[src/rtl/adc_spi_sampler_pkg.sv]
// Shared fan-control defines: fan controller constants, sampler FSM encodings
// and a small width helper.
package adc_spi_sampler_pkg;

    // Fan controller operating point; the sampler defaults track these.
    localparam int FAN_ADC_BITWIDTH  = 4;
    localparam int FAN_RAW_BITWIDTH  = 8;
    localparam int FAN_SCLK_DIV      = 2;
    localparam int FAN_SAMPLE_PERIOD = 1000;

    // Sampler FSM encodings (kept as plain constants for legacy tools).
    localparam logic [2:0] ST_IDLE  = 3'd0;
    localparam logic [2:0] ST_SETUP = 3'd1;
    localparam logic [2:0] ST_SHIFT = 3'd2;
    localparam logic [2:0] ST_HOLD  = 3'd3;
    localparam logic [2:0] ST_DONE  = 3'd4;

    // Registered SPI pin pair.
    typedef struct packed {
        logic cs_n;
        logic sclk;
    } spi_pins_t;

    // Counter width able to hold 0..n-1, never narrower than one bit.
    function automatic int cnt_w(input int n);
        return (n > 1) ? $clog2(n) : 1;
    endfunction

endpackage

[src/rtl/adc_spi_sampler_spi_clk_div.sv]
// SCLK half-period timer: counts clk_en_i ticks and pulses half_done on the
// tick that completes a half-period. restart holds the count at zero.
module spi_clk_div
    import adc_spi_sampler_pkg::*;
#(
    parameter int SCLK_DIV = 2
) (
    input  logic clk_i,
    input  logic rstn_i,
    input  logic clk_en_i,
    input  logic restart,
    output logic half_done
);

    localparam int            CW       = cnt_w(SCLK_DIV);
    localparam logic [CW-1:0] CNT_LAST = CW'(SCLK_DIV - 1);

    logic [CW-1:0] cnt;

    assign half_done = clk_en_i && !restart && (cnt == CNT_LAST);

    // Tick counter, wraps at the end of each half-period.
    always_ff @(posedge clk_i) begin
        if (!rstn_i) begin
            cnt <= '0;
        end else if (restart) begin
            cnt <= '0;
        end else if (clk_en_i) begin
            cnt <= (cnt == CNT_LAST) ? '0 : cnt + 1'b1;
        end
    end

endmodule

[src/rtl/adc_spi_sampler.sv]
// SPI ADC sampler for the fan controller: reads RAW_BITWIDTH bits MSB first
// (mode 0), rounds/saturates to ADC_BITWIDTH and strobes the result.
// ADC_value_o / dataVaild_STRB_o feed the fan controller's ADC value and
// data-valid strobe inputs.
module adc_spi_sampler
    import adc_spi_sampler_pkg::*;
#(
    parameter int ADC_BITWIDTH  = FAN_ADC_BITWIDTH,
    parameter int RAW_BITWIDTH  = FAN_RAW_BITWIDTH,
    parameter int SCLK_DIV      = FAN_SCLK_DIV,
    parameter int SAMPLE_PERIOD = FAN_SAMPLE_PERIOD
) (
    input  logic                    clk_i,
    input  logic                    rstn_i,
    input  logic                    clk_en_i,
    input  logic                    trigger_i,
    input  logic                    spi_miso_i,
    output logic                    spi_cs_n_o,
    output logic                    spi_sclk_o,
    output logic [ADC_BITWIDTH-1:0] ADC_value_o,
    output logic                    dataVaild_STRB_o,
    output logic                    busy_o
);

    localparam int SHIFT_AMT = RAW_BITWIDTH - ADC_BITWIDTH;
    localparam int PW        = cnt_w(SAMPLE_PERIOD);
    localparam int BW        = cnt_w(RAW_BITWIDTH);

    localparam logic [PW-1:0]         PERIOD_LAST = PW'(SAMPLE_PERIOD - 1);
    localparam logic [BW-1:0]         BIT_LAST    = BW'(RAW_BITWIDTH - 1);
    localparam logic [RAW_BITWIDTH:0] ROUND_HALF  = (RAW_BITWIDTH+1)'(2**(SHIFT_AMT-1));
    localparam logic [RAW_BITWIDTH:0] SAT_MAX     = (RAW_BITWIDTH+1)'(2**ADC_BITWIDTH - 1);

    // Round to nearest, then clamp; the extra sum bit keeps the top codes
    // from wrapping to zero.
    function automatic logic [ADC_BITWIDTH-1:0] reduce_raw(input logic [RAW_BITWIDTH-1:0] raw);
        logic [RAW_BITWIDTH:0] q;
        q = ({1'b0, raw} + ROUND_HALF) >> SHIFT_AMT;
        if (q > SAT_MAX) reduce_raw = SAT_MAX[ADC_BITWIDTH-1:0];
        else             reduce_raw = q[ADC_BITWIDTH-1:0];
    endfunction

    logic [2:0]              state, state_nxt;
    spi_pins_t               pins;
    logic [BW-1:0]           bit_cnt;
    logic [RAW_BITWIDTH-1:0] shreg;
    logic [PW-1:0]           per_cnt;
    logic                    pending;
    logic [ADC_BITWIDTH-1:0] adc_value;
    logic                    strb;

    logic period_hit, new_req, start, leave_idle, half_done, last_edge;

    assign period_hit = clk_en_i && (per_cnt == PERIOD_LAST);
    // Period hit and trigger in one cycle collapse into a single request.
    assign new_req    = period_hit || trigger_i;
    assign start      = new_req || pending;
    assign leave_idle = (state == ST_IDLE) && start;
    // In SHIFT the registered SCLK level doubles as the bit phase.
    assign last_edge  = (state == ST_SHIFT) && half_done && pins.sclk && (bit_cnt == BIT_LAST);

    spi_clk_div #(
        .SCLK_DIV (SCLK_DIV)
    ) u_clk_div (
        .clk_i     (clk_i),
        .rstn_i    (rstn_i),
        .clk_en_i  (clk_en_i),
        .restart   (state == ST_IDLE),
        .half_done (half_done)
    );

    // Free-running sample period counter, advances on ticks only.
    always_ff @(posedge clk_i) begin
        if (!rstn_i)       per_cnt <= '0;
        else if (clk_en_i) per_cnt <= (per_cnt == PERIOD_LAST) ? '0 : per_cnt + 1'b1;
    end

    // Next-state decode; leaving IDLE never waits for a tick.
    always_comb begin
        state_nxt = state;
        case (state)
            ST_IDLE:  if (start)     state_nxt = ST_SETUP;
            ST_SETUP: if (half_done) state_nxt = ST_SHIFT;
            ST_SHIFT: if (last_edge) state_nxt = ST_HOLD;
            ST_HOLD:  if (half_done) state_nxt = ST_DONE;
            ST_DONE:                 state_nxt = ST_IDLE;
            default:                 state_nxt = ST_IDLE;
        endcase
    end

    // State register.
    always_ff @(posedge clk_i) begin
        if (!rstn_i) state <= ST_IDLE;
        else         state <= state_nxt;
    end

    // SPI pins are flops so they stay glitch-free and hold between ticks.
    always_ff @(posedge clk_i) begin
        if (!rstn_i) begin
            pins.cs_n <= 1'b1;
            pins.sclk <= 1'b0;
        end else begin
            pins.cs_n <= !((state_nxt == ST_SETUP) || (state_nxt == ST_SHIFT));
            if (state == ST_SHIFT) begin
                if (half_done) pins.sclk <= !pins.sclk;
            end else begin
                pins.sclk <= 1'b0;
            end
        end
    end

    // Shift register and bit counter: capture MISO on the SCLK rising tick,
    // advance the bit on the falling tick.
    always_ff @(posedge clk_i) begin
        if (!rstn_i) begin
            bit_cnt <= '0;
            shreg   <= '0;
        end else if (leave_idle) begin
            bit_cnt <= '0;
        end else if ((state == ST_SHIFT) && half_done) begin
            if (!pins.sclk)                shreg   <= {shreg[RAW_BITWIDTH-2:0], spi_miso_i};
            else if (bit_cnt != BIT_LAST)  bit_cnt <= bit_cnt + 1'b1;
        end
    end

    // One-deep pending request: set by requests while busy, consumed on
    // leaving IDLE; extra requests while already pending are dropped.
    always_ff @(posedge clk_i) begin
        if (!rstn_i)                              pending <= 1'b0;
        else if (leave_idle)                      pending <= 1'b0;
        else if ((state != ST_IDLE) && new_req)   pending <= 1'b1;
    end

    // Result register and single-cycle strobe on leaving DONE.
    always_ff @(posedge clk_i) begin
        if (!rstn_i) begin
            adc_value <= '0;
            strb      <= 1'b0;
        end else begin
            strb <= 1'b0;
            if (state == ST_DONE) begin
                adc_value <= reduce_raw(shreg);
                strb      <= 1'b1;
            end
        end
    end

    assign spi_cs_n_o       = pins.cs_n;
    assign spi_sclk_o       = pins.sclk;
    assign ADC_value_o      = adc_value;
    assign dataVaild_STRB_o = strb;
    assign busy_o           = (state != ST_IDLE);

endmodule

[config.mk]
export PLATFORM = sky130hd
export DESIGN_NAME = adc_spi_sampler
export DESIGN_NICKNAME = d
export VERILOG_FILES = /design/src/rtl/adc_spi_sampler_pkg.sv /design/src/rtl/adc_spi_sampler_spi_clk_div.sv /design/src/rtl/adc_spi_sampler.sv
export SDC_FILE = /design/constraint.sdc
export NUM_CORES = 1
export LEC_CHECK = 0
export ABC_AREA = 0
export ABC_CLOCK_PERIOD_IN_PS = 1500
export CAP_MARGIN = 20
export CORE_AREA = 4 4 58 60
export CTS_BUF_LIST = sky130_fd_sc_hd__clkbuf_2
export CTS_CLUSTER_SIZE = 30
export DETAILED_ROUTE_END_ITERATION = 8
export DIE_AREA = 0 0 62 64
export PLACE_DENSITY = 0.74
export SLEW_MARGIN = 20
export SYNTH_ARGS = -nofsm -noshare
export SYNTH_HDL_FRONTEND = slang
export SYNTH_SLANG_ARGS = --single-unit
[constraint.sdc]
create_clock -name clk_i -period 1.5 [get_ports clk_i]
set_input_delay 0.3 -clock clk_i [delete_from_list [all_inputs] [get_ports clk_i]]
set_output_delay 0.3 -clock clk_i [all_outputs]
set_load 0.02 [all_outputs]
After elaboration in Yosys (flattened, before gate mapping)
Index checks and enable logic that the tools add are counted.
W data, S select, Z words.
{"block": "word_totals", "register_bits": 33, "inputBits": 5, "wordCells": 57}
{"block": "classes", "addsub": 4, "n_lt_le_gt_ge": 1, "n_eq_ne": 9, "mux": 9, "bitwise_logic": 3, "n_reduce_logical": 21}
{"op": "$mux W3", "count": 4}
{"op": "$pmux W3 S4", "count": 1}
{"op": "$add A10 B1 Y10 const B", "count": 1}
{"op": "$eq A10 B10 Y1 const B", "count": 1}
{"op": "$mux W10", "count": 1}
{"op": "$add A8 B4 Y9 const B", "count": 1}
{"op": "$eq A3 B2 Y1 const B", "count": 3}
{"op": "$logic_and A1 B1 Y1", "count": 8}
{"op": "$eq A3 B1 Y1 const B", "count": 2}
{"op": "$eq A3 B3 Y1 const B", "count": 2}
{"op": "$reduce_and A3 Y1", "count": 2}
{"op": "$gt A5 B4 Y1 const B", "count": 1}
{"op": "$mux W4", "count": 1}
{"op": "$reduce_or A2 Y1", "count": 2}
{"op": "$add A3 B1 Y3 const B", "count": 1}
{"op": "$logic_not A1 Y1", "count": 3}
{"op": "$logic_not A3 Y1", "count": 1}
{"op": "$logic_or A1 B1 Y1", "count": 3}
{"op": "$ne A3 B3 Y1 const B", "count": 1}
{"op": "$not A1 Y1", "count": 3}
{"op": "$reduce_bool A3 Y1", "count": 1}
{"op": "$mux W1", "count": 2}
{"op": "$reduce_and A2 Y1", "count": 1}
{"op": "$add A1 B1 Y1 const B", "count": 1}

Longest topological paths before layout
Gate-level depths: netlist (run 1).
{"block": "depth", "word_depth": 12, "depth_mapped": 6}

By module
A second synthesis (run 1) with hierarchy kept.
{"block": "hier_totals", "hier_cells": 154, "area_unflattened_um2": 1492.7}
{"mod": "adc_spi_sampler", "instances": 1, "cells_each": 149, "area_per_inst_um2": 1443.9, "seq_area_each_um2": 640.6}
{"mod": "spi_clk_div", "instances": 1, "cells_each": 5, "area_per_inst_um2": 48.8, "seq_area_each_um2": 20.0}

Worst setup path before layout (run 1)
No wires, ideal clock.
{"block": "synth_timing", "path_type": "reg2reg", "from": "register state[1]", "to": "register shreg[0]", "arrival_time_ns": 1.425, "t_required_ns": 1.384, "slack_ns": -0.041, "stages_incl_launch_ff": 5, "cell_sequence": "dfxtp_1 > or3b_4 > nor3_4 > mux2i_1 > nor2b_1"}
{"block": "synth_between", "elab_chain_len": 6, "elab_cells_between_ends": 9, "classes_between": "eq/ne (1); bitwise (1); reduce/logical (7)"}
{"element": "start: declaration", "line_no": "adc_spi_sampler.sv:43", "rtl": "logic [2:0] state, state_nxt;"}
{"element": "start signal: assignment", "line_no": "adc_spi_sampler.sv:94", "rtl": "else state <= state_nxt;"}
{"element": "$logic_not A3 Y1", "line_no": "adc_spi_sampler.sv:58, adc_spi_sampler.sv:68"}
{"element": "$logic_not A1 Y1", "line_no": "adc_spi_sampler_spi_clk_div.sv:20", "rtl": "assign half_done = clk_en_i && !restart && (cnt == CNT_LAST);"}
{"element": "$logic_and A1 B1 Y1 (2 in a row)", "line_no": "adc_spi_sampler_spi_clk_div.sv:20"}
{"element": "$logic_and A1 B1 Y1", "line_no": "adc_spi_sampler.sv:120", "rtl": "end else if ((state == ST_SHIFT) && half_done) begin"}
{"element": "$reduce_and A3 Y1 (no source line) *"}
{"element": "end signal: assignment", "line_no": "adc_spi_sampler.sv:121", "rtl": "if (!pins.sclk) shreg <= {shreg[RAW_BITWIDTH-2:0], spi_miso_i};"}
{"element": "end: declaration", "line_no": "adc_spi_sampler.sv:46", "rtl": "logic [RAW_BITWIDTH-1:0] shreg;"}
Every way passes the cells marked *; elsewhere a longest branch is shown, timed or not.
A chain may end at the register's enable or synchronous reset.

Worst setup path after layout (run 1)
{"block": "layout_timing", "from": "register state[2]", "to": "register bit_cnt[1]"}
{"block": "layout_between", "elab_chain_len": 6, "elab_cells_between_ends": 9, "classes_between": "eq/ne (1); reduce/logical (8)"}
{"element": "$logic_not A3 Y1", "line_no": "adc_spi_sampler.sv:58, adc_spi_sampler.sv:68"}
{"element": "$logic_not A1 Y1", "line_no": "adc_spi_sampler_spi_clk_div.sv:20"}
{"element": "$logic_and A1 B1 Y1 (2 in a row)", "line_no": "adc_spi_sampler_spi_clk_div.sv:20"}
{"element": "$logic_and A1 B1 Y1", "line_no": "adc_spi_sampler.sv:120"}
{"element": "$reduce_and A3 Y1 (no source line)"}
{"element": "end signal: assignment", "line_no": "adc_spi_sampler.sv:122", "rtl": "else if (bit_cnt != BIT_LAST) bit_cnt <= bit_cnt + 1'b1;"}
{"element": "end: declaration", "line_no": "adc_spi_sampler.sv:45", "rtl": "logic [BW-1:0] bit_cnt;"}
Parallel ways exist; a longest one is shown, timed or not.

==> flow_summary.ini, run 1 <==
[sta]
setup_viol = 13
worst_slew_pin_slew_ns = 0.336
slew_violations = 0
whs_ns = 0.468
rsz0062_at_grt = yes
fin_crit_ns = 1.61
skew_ns = 0.0138
fmax_mhz = 623
setup_slack_ns = -0.106
period_share_pct = 107
hold_viol = 0
relSlewSlack_pct = 77.5

[synthesis]
synth_edf_count = 0
synth-warning-count = 0
netlist_area_um2 = 1440
synth_cells = 150
avgSynthCellArea_um2 = 9.58
synth.ff_latch_count = 33
synth_top_area_share_pct = 46.0
yosysTopAreaCell = dfxtp_1
synth_nets = 159
ys_types = 33
ys.flop_type = dfxtp_1
synthArstFlopShare_pct = 0
yosys-top-cells-area = dfxtp_1 46%, mux2i_1 8.4%, xnor2_1 5.5%
ys_seq_area_share_pct = 46.0

[power_and_ir_drop]
p_int_mw = 1.08
netSwitchingFraction_pct = 26.3
p_seq_share_pct = 61.9
power.switching_mw = 0.385
power_leakage_nw = 0.719
power.density_nw_per_um2 = 796
peakVddDrop_mv = 0.636
total_power_mw = 1.46
clkPwrFrac_pct = 28.6
combPwrFrac_pct = 9.5

[worst_hold_path]
min_from = ADC_value_o[2]
min_to = ADC_value_o[2]
whs_path_depth = 2
worstHoldPathType = flip-flop to flip-flop

[clock_network]
cts-root-buf = clkbuf_2
clkLatencyLatePin_ns = 0.38
clock_sinks = 33
cts_tree = built
clock_path_buffers = 2
cts_buffers = 5
h-tree-depth = 2
path_clk_slew_ns = 0.18
cts_hold_buffers = 0

[worst_setup_path]
worstPathArrival_ns = 1.89
endpoint_kind = flip-flop
path_class = flip-flop to flip-flop
r2r-start = state[2]
start_kind = flip-flop
rrSetupSlack_ns = -0.11
path_max_fanout = 3
r2r_end = bit_cnt[1]
reg2reg_depth = 5
required_ns = 1.78

[layout]
n_antenna_cell = 0
final_cell_mix = 29 x dfxtp_1, 19 x nor2_1, 15 x buf_4
nNetsFinal = 192
area.growth.synth_to_final_pct = 27.9
final_common_cell = dfxtp_1
layout-drive-gt1-share_pct = 22.3
instances_no_fill = 217

[global_routing]
antenna_found_initial = 0
gr-usage-all-layers_pct = 15.9
grt_max_degree = 21
grt_pass1_vias = 1103
grt-ovfl-total = 0
grt_pass1_wl_um = 4730

[die]
initial_core_util_pct = 49.1
ios = 13
die_y_um = 64
rows = 20
core_um2 = 2930
dieArea_um2 = 3970
die_w_um = 62

[detailed_routing]
drc_errors = 0
totalWireLength_um = 2610
wl_per_cell_um = 12.0
drtIter0Drc = 68
drt_first_pass_iters = 4
num_vias = 1130
drtAntennaViolNets = 0
viasPerCell = 5.21

[job]
timing.max_cap.violations = 0

[placement]
portBuffers = 12
place_congestion = 0.841
dp.final_hpwl_um = 1880
dp.cells = 207

[status]
outcome = finished with violations
violations = setup timing
-- worst max-delay path: stages (launching register included) --
cell and delay [ns]:
dfxtp_2 0.36, buf_6 0.11, or3b_4 0.41, nor4b_4 0.34, mux2i_1 0.24, nor2_1 0.06
-- what timing repair did --
| action | 4_1_cts | 5_1_grt |
|---|---|---|
| cloned | 0 | 0 |
| resized for setup | 22 | 4 |
| setup endpoints to repair | 21 | 14 |
| setup buffers | 1 | 1 |
| pin swaps | 4 | 5 |
-- stage by stage --
stage | setup TNS [ns] | utilization [%] | setup WS [ns] | area (um^2)
floorplan | 0 | - | 0.00365 | 1440
CTS | -0.521 | 61.9 | -0.106 | 1810
global placement | -6.17 | 59.2 | -0.355 | 1730
detailed placement | -7.58 | 59.2 | -0.437 | 1730
global route | -1.37 | 62.7 | -0.188 | 1840
finish | -0.455 | 62.7 | -0.106 | 1840
-- power by group through the flow --
stage	combinational [mW]	sequential [mW]	clock (mW)
2_1_floorplan	0.0634	0.924	0
3_3_place_gp	0.128	0.918	0
3_5_place_dp	0.130	0.919	0
4_1_cts	0.138	0.902	0.441
5_1_grt	0.152	0.908	0.502
6_report	0.139	0.905	0.419
-- layout make-up --
class | count | area, um^2
clock buffer | 5 | 25.0
clock inverter | 3 | 17.5
fill | 254 | 1090
inverter | 3 | 11.3
multi-input combinational | 110 | 800
sequential | 33 | 666
tap | 33 | 41.3
timing repair buffer | 30 | 277
-- sequential cells by signal, summed over array words and instances (netlist names) --
name	count
state	3
spi_cs_n_o	1
dataVaild_STRB_o	1
u_clk_div.cnt	1
per_cnt	10
ADC_value_o	4
shreg	8
spi_sclk_o	1
pending	1
bit_cnt	3
-- cell usage after synthesis, types with 3 or more instances --
cell,number
dfxtp_1,33
nor2_1,19
mux2i_1,12
nand2_1,12
nor2b_1,9
xnor2_1,9
xor2_1,6
a21oi_1,4
and3_1,4
ha_1,4
o21ai_0,4
and2_1,3
clkbuf_1,3
inv_1,3
nand3_1,3
nand4_1,3
nor3_1,3
-- cell families (layout without fill, tap and decap cells) --
logic type | Yosys count | after routing | synth area share [%]
multiplexers | 12 | 12 | 8.36
XOR/XNOR | 15 | 15 | 9.15
AND/OR/NAND/NOR | 65 | 65 | 25.1
AO/OA/AOI/OAI | 14 | 14 | 6.01
buffers and inverters | 7 | 41 | 1.92
adder cells (fa/ha/maj) | 4 | 4 | 3.48
flip-flops | 33 | 33 | 46.0
-- worst max path at each step --
stage / start / to / cells after the start
after floorplan: state[1] / shreg[0] / 4
after global placement: clk_en_i / spi_cs_n_o / 5
after detailed placement: clk_en_i / bit_cnt[1] / 5
after CTS: state[2] / bit_cnt[1] / 5
after global routing: state[2] / spi_cs_n_o / 5
final: state[2] / bit_cnt[1] / 5
-- layer usage --
metal  global-route usage (%)  wire length [um]
met1                     19.1              1170
met2                     24.1              1270
met5                        0                 0
met4                     5.31                27
met3                     7.88               142
(Power assumes the default switching activity.)
==> run 2, diff against run 1 <==
--- a/config.mk
+++ b/config.mk
@@ -14,7 +14,7 @@
 export DETAILED_ROUTE_END_ITERATION = 8
 export DIE_AREA = 0 0 62 64
 export PLACE_DENSITY = 0.74
-export SLEW_MARGIN = 20
+export SLEW_MARGIN = 10
 export SYNTH_ARGS = -nofsm -noshare
 export SYNTH_HDL_FRONTEND = slang
 export SYNTH_SLANG_ARGS = --single-unit
==> results of run 2 <==
The final DEF is identical to that of run 1; final timing and power are the same.
